## src/rtl/mc_ctrl_pkg.sv

```systemverilog
// Shared types and encodings for the multi-cycle RV32I control unit.
// Latency: n/a (declarations only).
// Backpressure: n/a (declarations only).
package mc_ctrl_pkg;

  // Control FSM states; 15 of the 16 codes are used, the spare code traps.
  typedef enum logic [3:0] {
    S_FETCH   = 4'd0,
    S_DECODE  = 4'd1,
    S_MEMADR  = 4'd2,
    S_MEMRD   = 4'd3,
    S_MEMWB   = 4'd4,
    S_MEMWR   = 4'd5,
    S_EXECR   = 4'd6,
    S_EXECI   = 4'd7,
    S_ALUWB   = 4'd8,
    S_UEXEC   = 4'd9,
    S_JAL     = 4'd10,
    S_JALR    = 4'd11,
    S_LINK    = 4'd12,
    S_BRANCH  = 4'd13,
    S_TRAP    = 4'd14
  } state_t;

  // RV32I major opcodes
  localparam logic [6:0] OP_LOAD   = 7'b0000011;
  localparam logic [6:0] OP_STORE  = 7'b0100011;
  localparam logic [6:0] OP_RTYPE  = 7'b0110011;
  localparam logic [6:0] OP_ITYPE  = 7'b0010011;
  localparam logic [6:0] OP_LUI    = 7'b0110111;
  localparam logic [6:0] OP_AUIPC  = 7'b0010111;
  localparam logic [6:0] OP_JAL    = 7'b1101111;
  localparam logic [6:0] OP_JALR   = 7'b1100111;
  localparam logic [6:0] OP_BRANCH = 7'b1100011;

  // ALUOp: what the ALU decoder should produce
  localparam logic [1:0] ALUOP_ADD   = 2'b00;
  localparam logic [1:0] ALUOP_SUB   = 2'b01;
  localparam logic [1:0] ALUOP_FUNCT = 2'b10;

  // ALUControl codes
  localparam logic [3:0] ALU_ADD  = 4'd0;
  localparam logic [3:0] ALU_SUB  = 4'd1;
  localparam logic [3:0] ALU_AND  = 4'd2;
  localparam logic [3:0] ALU_OR   = 4'd3;
  localparam logic [3:0] ALU_XOR  = 4'd4;
  localparam logic [3:0] ALU_SLT  = 4'd5;
  localparam logic [3:0] ALU_SLL  = 4'd6;
  localparam logic [3:0] ALU_SRL  = 4'd7;
  localparam logic [3:0] ALU_SRA  = 4'd8;
  localparam logic [3:0] ALU_SLTU = 4'd9;

  // Result mux select
  localparam logic [1:0] RES_ALUOUT = 2'b00;
  localparam logic [1:0] RES_RDATA  = 2'b01;
  localparam logic [1:0] RES_ALURES = 2'b10;

  // ALU operand A select
  localparam logic [1:0] SRCA_PC    = 2'b00;
  localparam logic [1:0] SRCA_OLDPC = 2'b01;
  localparam logic [1:0] SRCA_RS1   = 2'b10;
  localparam logic [1:0] SRCA_ZERO  = 2'b11;

  // ALU operand B select
  localparam logic [1:0] SRCB_RS2  = 2'b00;
  localparam logic [1:0] SRCB_IMM  = 2'b01;
  localparam logic [1:0] SRCB_FOUR = 2'b10;

  // Immediate formats
  localparam logic [2:0] IMM_I = 3'b000;
  localparam logic [2:0] IMM_S = 3'b001;
  localparam logic [2:0] IMM_B = 3'b010;
  localparam logic [2:0] IMM_J = 3'b011;
  localparam logic [2:0] IMM_U = 3'b100;

  // Bit positions inside the {V,C,N,Z} flag vector
  localparam int FLAG_Z = 0;
  localparam int FLAG_N = 1;
  localparam int FLAG_C = 2;
  localparam int FLAG_V = 3;

  // Immediate format implied by the opcode; R-type has no immediate and
  // falls into the I default, which is harmless.
  function automatic logic [2:0] imm_src_of(input logic [6:0] op);
    logic [2:0] f;
    f = IMM_I;
    case (op)
      OP_STORE:         f = IMM_S;
      OP_BRANCH:        f = IMM_B;
      OP_JAL:           f = IMM_J;
      OP_LUI, OP_AUIPC: f = IMM_U;
      default:          f = IMM_I;
    endcase
    return f;
  endfunction

endpackage

```

## src/rtl/alu_decoder.sv

```systemverilog
// Maps ALUOp plus funct fields to an ALUControl code.
// Latency: purely combinational.
// Backpressure: none.
module alu_decoder
  import mc_ctrl_pkg::*;
(
  input  logic       op5,
  input  logic [2:0] funct3,
  input  logic       funct7b5,
  input  logic [1:0] aluop,
  output logic [3:0] alu_control
);

  // Fixed add/sub for address and branch work, funct decode for ALU ops
  always_comb begin
    alu_control = ALU_ADD;
    case (aluop)
      ALUOP_ADD: alu_control = ALU_ADD;
      ALUOP_SUB: alu_control = ALU_SUB;
      ALUOP_FUNCT: begin
        case (funct3)
          // sub only exists for register-register; addi ignores funct7
          3'b000:  alu_control = (op5 && funct7b5) ? ALU_SUB : ALU_ADD;
          3'b001:  alu_control = ALU_SLL;
          3'b010:  alu_control = ALU_SLT;
          3'b011:  alu_control = ALU_SLTU;
          3'b100:  alu_control = ALU_XOR;
          // srai also carries funct7b5, so no op5 qualification here
          3'b101:  alu_control = funct7b5 ? ALU_SRA : ALU_SRL;
          3'b110:  alu_control = ALU_OR;
          default: alu_control = ALU_AND;
        endcase
      end
      default: alu_control = ALU_ADD;
    endcase
  end

endmodule

```

## src/rtl/multicycle_controller.sv

```systemverilog
// Multi-cycle RV32I control FSM over a shared ALU and unified memory.
// Latency: 3-5 cycles per instruction plus one per memory wait cycle.
// Backpressure: holds FETCH/MEMRD/MEMWR while mem_ready is low; MEM_TIMEOUT_EN adds a bus-fault trap.
module multicycle_controller
  import mc_ctrl_pkg::*;
#(
  parameter int MEM_TIMEOUT = 255,
  parameter int TIMEOUT_W   = 8
) (
  input  logic       clk,
  input  logic       reset,
  input  logic [6:0] op,
  input  logic [2:0] funct3,
  input  logic       funct7b5,
  input  logic [3:0] flags,
  input  logic       mem_ready,
  output logic       mem_req,
  output logic       AdrSrc,
  output logic       MemWrite,
  output logic       IRWrite,
  output logic       PCWrite,
  output logic       RegWrite,
  output logic [1:0] ResultSrc,
  output logic [1:0] ALUSrcA,
  output logic [1:0] ALUSrcB,
  output logic [2:0] ImmSrc,
  output logic [3:0] ALUControl,
  output logic       instr_done,
  output logic       trap,
  output logic       bus_fault
);

  // The wait counter cannot reach a limit wider than itself
  if (MEM_TIMEOUT >= (1 << TIMEOUT_W)) begin : g_timeout_range
    $error("MEM_TIMEOUT does not fit in TIMEOUT_W bits");
  end

  state_t     state, state_nxt;
  logic [1:0] aluop;
  logic       taken, branch_ok;
  logic       mem_state, timeout;
  logic       req_raw, mw_raw, irw_raw, pcw_raw, rw_raw, done_raw;

  assign mem_state = (state == S_FETCH) || (state == S_MEMRD) || (state == S_MEMWR);
  assign ImmSrc    = imm_src_of(op);

  alu_decoder u_alu_decoder (
    .op5         (op[5]),
    .funct3      (funct3),
    .funct7b5    (funct7b5),
    .aluop       (aluop),
    .alu_control (ALUControl)
  );

`ifdef MEM_TIMEOUT_EN
  logic [TIMEOUT_W-1:0] wait_cnt;

  // Completion in the limit cycle beats the timeout, hence the !mem_ready term
  assign timeout = mem_state && !mem_ready && (wait_cnt == TIMEOUT_W'(MEM_TIMEOUT));

  // Count stalled request cycles; anything else restarts the count
  always_ff @(posedge clk) begin
    if (reset) begin
      wait_cnt <= '0;
    end else if (mem_state && !mem_ready && !timeout) begin
      wait_cnt <= wait_cnt + TIMEOUT_W'(1);
    end else begin
      wait_cnt <= '0;
    end
  end

  // Trap cause latches with the trap and is only cleared by reset
  always_ff @(posedge clk) begin
    if (reset) begin
      bus_fault <= 1'b0;
    end else if (timeout) begin
      bus_fault <= 1'b1;
    end
  end
`else
  assign timeout   = 1'b0;
  assign bus_fault = 1'b0;
`endif

  // Branch condition from the subtract flags; C set means no borrow
  always_comb begin
    taken     = 1'b0;
    branch_ok = 1'b1;
    case (funct3)
      3'b000:  taken = flags[FLAG_Z];
      3'b001:  taken = !flags[FLAG_Z];
      3'b100:  taken = flags[FLAG_N] ^ flags[FLAG_V];
      3'b101:  taken = !(flags[FLAG_N] ^ flags[FLAG_V]);
      3'b110:  taken = !flags[FLAG_C];
      3'b111:  taken = flags[FLAG_C];
      default: branch_ok = 1'b0;
    endcase
  end

  // State register
  always_ff @(posedge clk) begin
    if (reset) begin
      state <= S_FETCH;
    end else begin
      state <= state_nxt;
    end
  end

  // Next-state and per-state control decode
  always_comb begin
    state_nxt = state;
    req_raw   = 1'b0;
    mw_raw    = 1'b0;
    irw_raw   = 1'b0;
    pcw_raw   = 1'b0;
    rw_raw    = 1'b0;
    done_raw  = 1'b0;
    trap      = 1'b0;
    AdrSrc    = 1'b0;
    ResultSrc = RES_ALUOUT;
    ALUSrcA   = SRCA_PC;
    ALUSrcB   = SRCB_RS2;
    aluop     = ALUOP_ADD;
    case (state)
      S_FETCH: begin
        // PC+4 goes straight to PC while the instruction is captured
        req_raw   = 1'b1;
        ALUSrcB   = SRCB_FOUR;
        ResultSrc = RES_ALURES;
        irw_raw   = mem_ready;
        pcw_raw   = mem_ready;
        if (mem_ready)    state_nxt = S_DECODE;
        else if (timeout) state_nxt = S_TRAP;
      end
      S_DECODE: begin
        // Precompute OldPC+imm so branch/JAL targets sit in ALUOut
        ALUSrcA = SRCA_OLDPC;
        ALUSrcB = SRCB_IMM;
        case (op)
          OP_LOAD, OP_STORE: state_nxt = S_MEMADR;
          OP_RTYPE:          state_nxt = S_EXECR;
          OP_ITYPE:          state_nxt = S_EXECI;
          OP_LUI, OP_AUIPC:  state_nxt = S_UEXEC;
          OP_JAL:            state_nxt = S_JAL;
          OP_JALR:           state_nxt = S_JALR;
          OP_BRANCH:         state_nxt = S_BRANCH;
          default:           state_nxt = S_TRAP;
        endcase
      end
      S_MEMADR: begin
        ALUSrcA   = SRCA_RS1;
        ALUSrcB   = SRCB_IMM;
        state_nxt = (op == OP_STORE) ? S_MEMWR : S_MEMRD;
      end
      S_MEMRD: begin
        req_raw = 1'b1;
        AdrSrc  = 1'b1;
        if (mem_ready)    state_nxt = S_MEMWB;
        else if (timeout) state_nxt = S_TRAP;
      end
      S_MEMWB: begin
        ResultSrc = RES_RDATA;
        rw_raw    = 1'b1;
        done_raw  = 1'b1;
        state_nxt = S_FETCH;
      end
      S_MEMWR: begin
        // Address and write strobe stay put for every wait cycle
        req_raw  = 1'b1;
        AdrSrc   = 1'b1;
        mw_raw   = 1'b1;
        done_raw = mem_ready;
        if (mem_ready)    state_nxt = S_FETCH;
        else if (timeout) state_nxt = S_TRAP;
      end
      S_EXECR: begin
        ALUSrcA   = SRCA_RS1;
        ALUSrcB   = SRCB_RS2;
        aluop     = ALUOP_FUNCT;
        state_nxt = S_ALUWB;
      end
      S_EXECI: begin
        ALUSrcA   = SRCA_RS1;
        ALUSrcB   = SRCB_IMM;
        aluop     = ALUOP_FUNCT;
        state_nxt = S_ALUWB;
      end
      S_UEXEC: begin
        // LUI adds the immediate to zero, AUIPC to the instruction's PC
        ALUSrcA   = op[5] ? SRCA_ZERO : SRCA_OLDPC;
        ALUSrcB   = SRCB_IMM;
        state_nxt = S_ALUWB;
      end
      S_ALUWB: begin
        ResultSrc = RES_ALUOUT;
        rw_raw    = 1'b1;
        done_raw  = 1'b1;
        state_nxt = S_FETCH;
      end
      S_JAL: begin
        // Target from DECODE is in ALUOut; ALU meanwhile forms the link
        ResultSrc = RES_ALUOUT;
        pcw_raw   = 1'b1;
        ALUSrcA   = SRCA_OLDPC;
        ALUSrcB   = SRCB_FOUR;
        state_nxt = S_ALUWB;
      end
      S_JALR: begin
        ALUSrcA   = SRCA_RS1;
        ALUSrcB   = SRCB_IMM;
        ResultSrc = RES_ALURES;
        pcw_raw   = 1'b1;
        state_nxt = S_LINK;
      end
      S_LINK: begin
        ALUSrcA   = SRCA_OLDPC;
        ALUSrcB   = SRCB_FOUR;
        state_nxt = S_ALUWB;
      end
      S_BRANCH: begin
        ALUSrcA   = SRCA_RS1;
        ALUSrcB   = SRCB_RS2;
        aluop     = ALUOP_SUB;
        ResultSrc = RES_ALUOUT;
        pcw_raw   = taken && branch_ok;
        done_raw  = branch_ok;
        state_nxt = branch_ok ? S_FETCH : S_TRAP;
      end
      default: begin
        // TRAP and the unused encoding: absorbing, no strobes
        trap      = 1'b1;
        state_nxt = S_TRAP;
      end
    endcase
  end

  // Strobes are suppressed for the whole reset cycle so an abandoned
  // access never writes
  assign mem_req    = req_raw  && !reset;
  assign MemWrite   = mw_raw   && !reset;
  assign IRWrite    = irw_raw  && !reset;
  assign PCWrite    = pcw_raw  && !reset;
  assign RegWrite   = rw_raw   && !reset;
  assign instr_done = done_raw && !reset;

endmodule

```

## config.mk

```make
export PLATFORM = sky130hd
export DESIGN_NAME = multicycle_controller
export DESIGN_NICKNAME = d
export VERILOG_FILES = /design/src/rtl/mc_ctrl_pkg.sv /design/src/rtl/alu_decoder.sv /design/src/rtl/multicycle_controller.sv
export SDC_FILE = /design/constraint.sdc
export NUM_CORES = 1
export LEC_CHECK = 0
export CAP_MARGIN = 5
export CORE_MARGIN = 4
export CORE_UTILIZATION = 46
export DETAILED_ROUTE_END_ITERATION = 10
export MAX_ROUTING_LAYER = met4
export PLACE_DENSITY = 0.91
export RECOVER_POWER = 25
export SKIP_LAST_GASP = 1
export SLEW_MARGIN = 15
export SYNTH_ARGS = -nofsm -noshare
export SYNTH_HDL_FRONTEND = slang
export SYNTH_SLANG_ARGS = --single-unit
export TNS_END_PERCENT = 10
```

## constraint.sdc

```tcl
create_clock -name clk -period 3.9 [get_ports clk]
set_clock_uncertainty 0.1 [all_clocks]
set_input_delay 0.975 -clock clk [delete_from_list [all_inputs] [get_ports clk]]
set_output_delay 0.975 -clock clk [all_outputs]
set_load 0.05 [all_outputs]
```

==> After elaboration in Yosys (flattened, before gate mapping) <==
Index checks and enable logic that the tools add are counted.
{ "op_classes": {"n_bitwise": 1, "eq_ne": 34, "muxes": 27, "n_reduce_logical": 30} }
{ "op_table": {"columns": ["op", "count"], "rows": [
  ["4-bit case mux with 7 select lines", 2],
  ["4-bit case mux with 9 select lines", 1],
  ["4-bit equality test, second input constant", 6],
  ["7-bit by 6-bit equality test with 1-bit output, second input constant", 3],
  ["7-bit equality test, second input constant", 3],
  ["4-bit 2-to-1 mux", 5],
  ["4-bit by 3-bit equality test with 1-bit output, second input constant", 4],
  ["5-bit OR reduction", 3],
  ["7-bit by 5-bit equality test with 1-bit output, second input constant", 2],
  ["14-bit OR reduction", 1],
  ["2-bit OR reduction", 7],
  ["3-bit equality test, second input constant", 4],
  ["2-bit case mux with 2 select lines", 3],
  ["3-bit case mux with 4 select lines", 1],
  ["3-bit OR reduction", 3],
  ["4-bit by 2-bit equality test with 1-bit output, second input constant", 2],
  ["1-bit logical AND", 8],
  ["1-bit 2-to-1 mux", 8],
  ["4-bit case mux with 2 select lines", 1],
  ["7-bit by 2-bit equality test with 1-bit output, second input constant", 1],
  ["3-bit by 2-bit equality test with 1-bit output, second input constant", 2],
  ["2-bit != test, second input constant", 3],
  ["1-bit case mux with 3 select lines", 2],
  ["1-bit case mux with 6 select lines", 1],
  ["13 further kinds", 16]
]} }
{ "word_totals": {"in_bits": 18, "word_cells": 93, "out_inout_bits": 22, "register_bits": 4} }

==> Depth between registers and ports, before layout <==
{ "depth": {"ltp_word": 6, "mapped_depth": 8, "ltp_nobuf": 6} }

==> Hierarchy <==
From an unflattened synthesis, not the netlist that was laid out.
{ "unflattened": {"hier_cells": 143, "hier_area_um2": 1002.2} }
{ "modules_own_cells": {"columns": ["module", "cells_each", "seq_area_each_um2", "instances", "area_per_inst_um2"], "rows": [
  ["multicycle_controller", 121, 80.1, 1, 864.6],
  ["alu_decoder", 22, 0.0, 1, 137.6]
]} }

==> Worst setup path after synthesis <==
No wires, ideal clock.
{ "synth_timing": {"path_kind": "register to output", "start": "register state[1]", "end": "output port ALUControl[2]", "path_buffers": 2, "setup_slack_ps": -1138, "t_required_ps": 2825, "path_stages_with_launch": 8, "t_arrival_ps": 3963, "path_cell_list": "dfxtp_1 -> buf_2 -> clkbuf_1 -> nor2b_1 -> and2_1 -> ha_1 -> nand2b_1 -> a2111oi_0"} }
{ "synth_between": {"elab_chain_cells": 5, "elab_cells_between_ends": 8, "classes_between": "eq/ne (5); mux (2); reduce/logical (1)"} }
{ "synth_lines": {"columns": ["element", "line_no", "rtl"], "rows": [
  ["start: declaration", "multicycle_controller.sv:38", "state_t state, state_nxt;"],
  ["start signal: assignment", "multicycle_controller.sv:105", "state <= state_nxt;"],
  ["4-bit by 3-bit equality test with 1-bit output", "multicycle_controller.sv:124", "case (state)"],
  ["2-bit OR reduction (no line)", null, null],
  ["2-bit case mux with 2 select lines (*)", "multicycle_controller.sv:124", null],
  ["2-bit equality test or 2-bit by 1-bit equality test with 1-bit output (tied branches)", "alu_decoder.sv:17", "case (aluop)"],
  ["4-bit case mux with 2 select lines (*)", "alu_decoder.sv:17", null],
  ["end: declaration", "multicycle_controller.sv:27", "output logic [3:0] ALUControl,"]
]} }
Every way passes the cells marked *; elsewhere a longest branch is shown, timed or not.

==> Worst setup path after layout <==
{ "layout_timing": {"start": "input port funct3[1]", "end": "output port PCWrite"} }
{ "layout_between": {"elab_chain_cells": 6, "elab_cells_between_ends": 12, "classes_between": "eq/ne (5); mux (3); reduce/logical (4)"} }
{ "layout_lines": {"columns": ["element", "line_no", "rtl"], "rows": [
  ["start: declaration", "multicycle_controller.sv:13", "input logic [2:0] funct3,"],
  ["3-bit equality test (tied with other cells)", "multicycle_controller.sv:89", "case (funct3)"],
  ["6-bit OR reduction (no line)", null, null],
  ["1-bit 2-to-1 mux", "multicycle_controller.sv:89", null],
  ["1-bit logical AND (*)", "multicycle_controller.sv:225", "pcw_raw = taken && branch_ok;"],
  ["1-bit case mux with 3 select lines (*)", "multicycle_controller.sv:124", null],
  ["1-bit logical AND (*)", "multicycle_controller.sv:242", "assign PCWrite = pcw_raw && !reset;"],
  ["end: declaration", "multicycle_controller.sv:21", "output logic PCWrite,"]
]} }
Marked as above.

==> results.md <==
* Seq cells post-synth: 4
* number of inserted diodes: 0
* area leader, netlist: sky130_fd_sc_hd__dfxtp_1
* Fmax achieved: 267 MHz
* post-synth net total: 175
* most numerous cell in the Yosys netlist: sky130_fd_sc_hd__nand2_1
* GPL Wtd Cong: 0.900
* Layout Area Growth over Synthesis: 53.3%
* first-pass GRT wire length: 4910 um
* I/O pin count: 40
* Nets: 207
* relative slew slack: 57.9%
* final instance area: 1440 um^2
* Clk Latency, worst-skew pair: 0.25 ns
* Power Dens Cells: 632 nW/um^2
* post-route ant nets: 0
* initial core utilization: 48.4%
* Worst Path Class, Setup: input pin to primary output
* number of detailed-route iterations in the first pass: 4
* die height: 53.2 um
* Die Width: 53.2 um
* standard cell core area: 1940 um^2
* PnR worst setup slack: 0.150 ns
* Distinct cells, synth: 43
* total congestion overflow: 0
* sequential cell area in the final layout: 80.1 um^2
* registers with the most flip-flops: state: 4 flops
* antenna violations before repair: 0
* result of the run: finished, final reports clean
* Synth top cells by count: sky130_fd_sc_hd__nand2_1, sky130_fd_sc_hd__a21oi_1, sky130_fd_sc_hd__nor3_1
* number of enable-type register cells in the synthesized netlist: 0
* worst reg-to-reg setup slack: 2.05 ns
* Largest register FFs: 4
* final worst path period need: 3.75 ns
* Clock Tree Buf Depth: 2
* actual slew at the worst max-slew pin: 0.631 ns
* CTS tree: yes
* multi-input logic area: 758 um^2
* number of global-route vias before repair: 1156
* non-filler instance count after layout: 212
* fin crit share: 96.2%
* post-synthesis cell area: 940 um^2
* final-layout fill cell count: 141
* register area share after synthesis: 8.52%
* clock sinks: 4
* data required time at the worst endpoint: 2.82 ns
* async set or reset register ratio after synthesis: 0%
* Warnings, synthesis: 0
* Clock H-tree levels: 1
* total of max-cap violations: 0
* Final Hold Fails: 0
* Gates resized, CTS repair: 0
* number of design-rule violations left by the first detailed-router iteration: 54
* Port Buf Inserts: 38
* Post-DP Area: 1420 um^2
* RSZ-0062 raised after global routing: false
* Crit Path Max Fanout: 2
* Avg Vias per Cell: 6.00
* CTS Buf Count: 3
* register name with the most flops: state
* type of element launching the critical path: input pin
* Post-CTS Hold Fix Bufs: 0
* average wire per cell in the routed design: 14.5 um
* post-synthesis area per instance: 6.06 um^2
* path class of the lowest-slack min-delay path: flop to flop
* dominant synthesized flop cell: sky130_fd_sc_hd__dfxtp_1
* Finished Core Util: 74.2%
* root buffer selected by CTS: sky130_fd_sc_hd__clkbuf_4
* Worst-path clk slew: 0.04 ns
* GR Util All Layers: 23.6%
* site row count: 16
* dpl ws: 0.154 ns
* Final Max Slew Viols: 0
* final number of setup-violating endpoints: 0
* fraction of layout instances using a drive strength above 1: 13.5%
* Design Power: 910 uW
* crit path capture type: primary output
* IR drop worst, VDD: 0.508 mV
* leakage power of the design: 0.536 nW
* number of vias in the routed layout: 1271
* setup repair bufs after CTS: 0
* die area: 2830 um^2
* placed wire-length estimate after detailed placement: 2400 um
* share of the synthesized area in the top cell type: 8.52%
* Cell Count Post-Placement: 209
* number of DRC violations after detailed routing: 0
* top post-synthesis cells by area: sky130_fd_sc_hd__dfxtp_1, sky130_fd_sc_hd__a21oi_1, sky130_fd_sc_hd__nor3_1
* Total Wirelength: 3060 um
* maximum number of pins on one net before global-route repair: 24
* synthesized netlist cell count: 155
* worst endpoint data arrival time: 2.68 ns
## critical path, cell delays in order
cell	delay, ns
sky130_fd_sc_hd__clkdlybuf4s50_1	0.49
sky130_fd_sc_hd__nand2_1	0.06
sky130_fd_sc_hd__or4_1	0.47
sky130_fd_sc_hd__a311o_1	0.36
sky130_fd_sc_hd__o41ai_1	0.11
sky130_fd_sc_hd__buf_12	0.21
## power breakdown
group	switching (mW)	total, mW	internal [mW]
sequential	0.0548	0.113	0.0583
clock	0.0208	0.0555	0.0347
combinational	0.469	0.742	0.272
total	0.545	0.910	0.365
## area by class of cell
| type | instances | share of cell area, % |
|---|---|---|
| tap | 27 | 2.35 |
| timing repair buffer | 44 | 35.5 |
| multi-input combinational | 125 | 52.6 |
| clock buffer | 3 | 1.56 |
| sequential | 4 | 5.56 |
| inverter | 9 | 2.35 |
## metal layers
layer  up-vias  share of wire, %  GRT usage, %
li1        616                 -             -
met1       566                38          28.6
met2        79                50          40.1
met3        10               9.7          1.97
met4         0               2.8          9.36
met5         -                 0             -
## worst paths after layout
kind              depth (start not counted)        to      start
setup / recovery                          6   PCWrite  funct3[1]
hold / removal                            2  state[2]   state[0]
setup reg to reg                          5  state[0]   state[0]
hold reg to reg                           2  state[2]   state[0]
## stage by stage
step | hold WS, ns | setup TNS (ns)
2_1_floorplan | 0.570 | -0.167
3_3_place_gp | 0.575 | 0
3_5_place_dp | 0.603 | 0
4_1_cts | 0.611 | 0
5_1_grt | 0.643 | 0
6_report | 0.617 | 0
## kinds of logic (layout without fill, tap and decap cells)
group | Yosys count | count (layout) | share of synthesized area (%)
fa+ha+maj | 2 | 2 | 2.66
buf+inv | 26 | 56 | 11.5
flops | 4 | 4 | 8.52
other cells | 1 | 1 | 0.399
simple gates | 71 | 71 | 40.5
compound gates | 44 | 44 | 30.0
xor+xnor | 7 | 7 | 6.52
## cell usage in the layout, fill, tap and decap left out, types with 5 or more instances in the layout
cell                               n
sky130_fd_sc_hd__nor3_1           13
sky130_fd_sc_hd__nand3_1           5
sky130_fd_sc_hd__buf_12           10
sky130_fd_sc_hd__nor2_1           12
sky130_fd_sc_hd__nand2b_1          5
sky130_fd_sc_hd__nor2b_1           6
sky130_fd_sc_hd__inv_1             9
sky130_fd_sc_hd__buf_4             9
sky130_fd_sc_hd__a21oi_1          13
sky130_fd_sc_hd__clkdlybuf4s50_1  22
sky130_fd_sc_hd__o21ai_0          12
sky130_fd_sc_hd__nand2_1          14
Power figures use the tool's default switching activity.
